### src/rtl/seq_detect_param.sv
// Serial pattern detector with a runtime-programmable LEN-bit pattern, selectable
// overlapping/non-overlapping detection and a saturating match counter.
module seq_detect_param #(
    parameter int unsigned    LEN         = 3,
    parameter int unsigned    CNT_W       = 8,
    parameter logic [LEN-1:0] RST_PATTERN = LEN'(3'b110)
) (
    input  logic             clk,
    input  logic             reset_n,
    input  logic             in_valid,
    input  logic             in,
    input  logic             overlap,
    input  logic             cfg_load,
    input  logic [LEN-1:0]   cfg_pattern,
    input  logic             clr_count,
    output logic             match,
    output logic [CNT_W-1:0] match_count
);

    localparam int unsigned   FW   = $clog2(LEN + 1);
    localparam logic [FW-1:0] FULL = FW'(LEN);

    logic [LEN-1:0]   pattern_q;
    logic [LEN-1:0]   hist_q;
    logic [LEN-1:0]   hist_n;
    logic [FW-1:0]    fill_q;
    logic [FW-1:0]    fill_n;
    logic [FW-1:0]    fill_d;
    logic             match_q;
    logic [CNT_W-1:0] count_q;
    logic [CNT_W-1:0] count_d;
    logic             accept;
    logic             hit;

    always_comb begin
        // A pattern load takes the cycle; any bit presented with it is dropped.
        accept = in_valid && !cfg_load;
        hist_n = {hist_q[LEN-2:0], in};
        fill_n = (fill_q == FULL) ? FULL : fill_q + FW'(1);
        hit    = accept && (fill_n == FULL) && (hist_n == pattern_q);

        fill_d = fill_q;
        if (cfg_load) begin
            fill_d = '0;
        end else if (accept) begin
            // Non-overlapping mode forgets the history that formed the match.
            fill_d = (hit && !overlap) ? '0 : fill_n;
        end

        count_d = count_q;
        if (clr_count) begin
            count_d = hit ? CNT_W'(1) : '0;
        end else if (hit && (count_q != '1)) begin
            count_d = count_q + CNT_W'(1);
        end
    end

    always_ff @(posedge clk or negedge reset_n) begin
        if (!reset_n) begin
            pattern_q <= RST_PATTERN;
            hist_q    <= '0;
            fill_q    <= '0;
            match_q   <= 1'b0;
            count_q   <= '0;
        end else begin
            if (cfg_load) begin
                pattern_q <= cfg_pattern;
            end
            if (accept) begin
                hist_q <= hist_n;
            end
            fill_q  <= fill_d;
            match_q <= hit;
            count_q <= count_d;
        end
    end

    assign match       = match_q;
    assign match_count = count_q;

endmodule

### config.mk
export PLATFORM = sky130hd
export DESIGN_NAME = seq_detect_param
export DESIGN_NICKNAME = d
export VERILOG_FILES = /design/src/rtl/seq_detect_param.sv
export SDC_FILE = /design/constraint.sdc
export NUM_CORES = 1
export LEC_CHECK = 0
export CAP_MARGIN = 20
export CELL_PAD_IN_SITES_DETAIL_PLACEMENT = 0
export CELL_PAD_IN_SITES_GLOBAL_PLACEMENT = 1
export CORE_ASPECT_RATIO = 0.75
export CORE_UTILIZATION = 36
export CTS_BUF_LIST = sky130_fd_sc_hd__clkbuf_16
export CTS_CLUSTER_DIAMETER = 200
export DETAILED_ROUTE_END_ITERATION = 12
export PLACE_DENSITY = 0.83
export SYNTH_ARGS = -nofsm -noshare
export SYNTH_HDL_FRONTEND = slang
export SYNTH_SLANG_ARGS = --single-unit
### constraint.sdc
create_clock -name clk -period 1.8 [get_ports clk]
set_input_delay 0.36 -clock clk [delete_from_list [all_inputs] [get_ports clk]]
set_output_delay 0.36 -clock clk [all_outputs]
set_load 0.005 [all_outputs]
==> key figures, run 1 <==
Setup path
  – Critical path required time: 1.92 ns
  – Reg2Reg Depth: 4
  – Kind of critical path: input port to register
  – CP cell instances: clkdlybuf4s50_1 -> and3b_2 -> nand4_4 -> nor4_2 -> mux2_2
  – Slowest cell on crit path: clkdlybuf4s50_1
  – CP Max Fanout: 8
  – CP startpoint: cfg_load
  – CP Depth: 5
  – Cell family with most CP delay: simple AND/OR/NAND/NOR gates
  – Crit path DAT: 1.90 ns
  – Worst r2r src: pattern_q[1]
  – Max incr delay on CP: 0.42 ns
  – Worst Setup End Kind: register
  – Startpoint types: input port
  – Worst path bufs/invs: 1

Worst hold path
  – Hold Path Class: input port to async pin

Power and ir drop
  – Sw power: 0.185 mW
  – Power Total: 0.916 mW
  – Peak supply drop: 610 uV
  – Clk pwr share: 0.454
  – Logic pwr share: 0.109
  – Seq pwr share: 0.437
  – Int Pwr: 0.731 mW
  – Cell Pwr Density: 786 nW/um^2
  – Leakage: 0.500 nW
  – Switching part of the total power: 0.202

Die
  – Core box area: 2070 sq um
  – Die area: 2440 sq um
  – # IOs: 19
  – Die W: 56.7 um
  – Die height: 43.0 um
  – Row count: 14
  – Initial Util: 0.391

Run status
  – Failing checks: design-rule violations
  – Status: complete, but fails checks

Clock tree
  – Clock insertion delay at the later pin of the skew report: 0.24 ns
  – Root buf cell: clkbuf_16
  – Register clock-pin slew on the reported worst setup and hold paths: 0.05 ns
  – CTS buffer count: 3
  – Cts hold-fix bufs: 0
  – Clock Sinks: 16
  – CTS tree: built
  – Maximum buffer depth of the clock tree: 2
  – Post-CTS setup buffer count: 0
  – H-tree Lvls: 1

Drt
  – Total iterations of the first detailed-routing run: 8
  – Vias: 675
  – DR vias/cell: 5.36
  – Routed len/inst: 14.6 um
  – Post-DRT Antenna Nets: 0
  – Routed WL: 1840 um
  – Initial drt markers: 45
  – DRC errors left: 4

GRT
  – Total track usage: 0.180
  – Vias in the first global route: 708
  – Initial antenna violation count: 0
  – First-pass GRT wire length: 3240 um
  – Gr ovfl total: 0
  – Pin count of the biggest net entering global routing: 17

Timing
  – Slew headroom: 0.657
  – Hold Fails Final Rpt: 0
  – Pins Over Slew Limit: 0
  – RSZ-0062 raised after global routing: yes
  – Final setup violation count: 0
  – Final Critical Period: 1.77 ns
  – Fmax: 0.564 GHz
  – Worst slew pin tran: 0.508 ns
  – Worst Skew: 0.000536 ns
  – Tcrit/Tclk final: 0.984

Cells and area
  – Most frequent cells in the layout: clkdlybuf4s50_1 (17), dfrtp_1 (14), nor2_1 (8), mux2_2 (7), buf_4 (7)
  – Fill count: 189
  – NumNets Final: 115
  – Share of layout cells above drive strength 1: 0.245
  – ANT cells: 0
  – Most common cell after layout, fill and taps aside: clkdlybuf4s50_1
  – Area delta synth->final: 44.1%
  – Design Area, Final: 1160 sq um

Logic synthesis
  – Mapped Area: 808 sq um
  – Count of different cell masters after synthesis: 30
  – Async SR Flop Fraction: 1.00
  – Sequential share of the synthesized area: 0.498
  – Synthesized instance count: 75
  – Syn. warnings: 0
  – Syn_area_per_cell: 10.8 sq um
  – #FFs+latches synth: 16
  – Most frequently used flop master after synthesis: dfrtp_1
  – Post-synth EDFFs: 0
  – Syn nets: 86

Placement
  – GPL Wtd Cong: 0.827
  – Placed Area: 1070 sq um
  – I/O Buffers: 18
  – Post-DP HPWL: 1390 um

Job
  – MaxCap Viol Count: 0
-- worst paths after layout --
kind | to | slack, ns
max in group asynchronous | pattern_q[2] | 1.11
setup / recovery | match_count[5] | 0.03
min in group clk | hist_q[0] | 0.47
hold reg to reg | hist_q[1] | 0.56
setup reg to reg | match_count[5] | 0.09
hold / removal | match_count[6] | 0.44
-- logic make-up after synthesis --
| logic type | after synthesis | synth area share |
|---|---|---|
| AO/OA/AOI/OAI | 10 | 0.0867 |
| flip-flops | 16 | 0.498 |
| adder cells (fa/ha/maj) | 1 | 0.0155 |
| buffers and inverters | 3 | 0.0155 |
| AND/OR/NAND/NOR | 34 | 0.242 |
| multiplexers | 8 | 0.110 |
| XOR/XNOR | 3 | 0.0325 |
-- registers in the layout, summed over array words and instances, names as in the netlist --
name,cells
fill_q,2
hist_q,2
match,1
match_count,8
pattern_q,3
-- metrics by stage --
step | setup slack [ns] | cells | util | setup TNS, ns | hold slack (ns)
finish | 0.0279 | 126 | 0.564 | 0 | 0.445
global route | -0.0494 | 126 | 0.564 | -0.0494 | 0.462
CTS | 0.00769 | 126 | 0.556 | 0 | 0.456
detailed placement | -0.282 | 123 | 0.516 | -1.49 | 0.528
global placement | -0.238 | 123 | 0.516 | -1.09 | 0.514
floorplan | 0.216 | 75 | - | 0 | 0.0644
-- final cells by class --
cell class	count	area (sq um)	area share
flip-flops and latches	16	403	0.346
inverters	2	7.51	0.00644
multi-input cells	56	414	0.356
well taps	24	30.0	0.0258
clock buffers	3	75.1	0.0644
repair buffers	25	235	0.202
-- power groups by stage --
| stage | combinational [mW] | sequential [mW] | clock [mW] |
|---|---|---|---|
| 6_report | 0.0999 | 0.400 | 0.416 |
| 5_1_grt | 0.109 | 0.403 | 0.433 |
| 4_1_cts | 0.102 | 0.401 | 0.427 |
| 3_5_place_dp | 0.0993 | 0.406 | 0 |
| 3_3_place_gp | 0.0956 | 0.403 | 0 |
| 2_1_floorplan | 0.0510 | 0.400 | 0 |
-- layer usage --
layer  part of all wire  wire length [um]  GRT usage
met5                  0                 0          0
met4             0.0076                14     0.0350
met3              0.060               111     0.0640
met2               0.46               848      0.264
met1               0.47               865      0.256
-- synth_stat cells (2+ instances only) --
cell     count  area share
or4_1        2       0.019
nor2_1       8       0.037
dfrtp_1     14        0.43
inv_1        2      0.0093
dfstp_2      2       0.065
nor4_1       2       0.015
o31ai_1      2       0.019
a21oi_1      3       0.019
nor3_1       2       0.012
mux2_2       7       0.098
xnor2_1      3       0.033
nor2b_1      2       0.015
nand3_1      4       0.025
nand2_1      6       0.028
-- what timing repair did --
item	CTS	global route
gates resized for setup	1	3
pin swaps	0	2
endpoints found under the setup margin	1	3
(Power assumes the default switching activity.)
==> run 2: changes to the inputs <==
- SLEW_MARGIN: not set -> 30
==> results of run 2 <==
Final layout, timing and power as in run 1 (identical DEF).
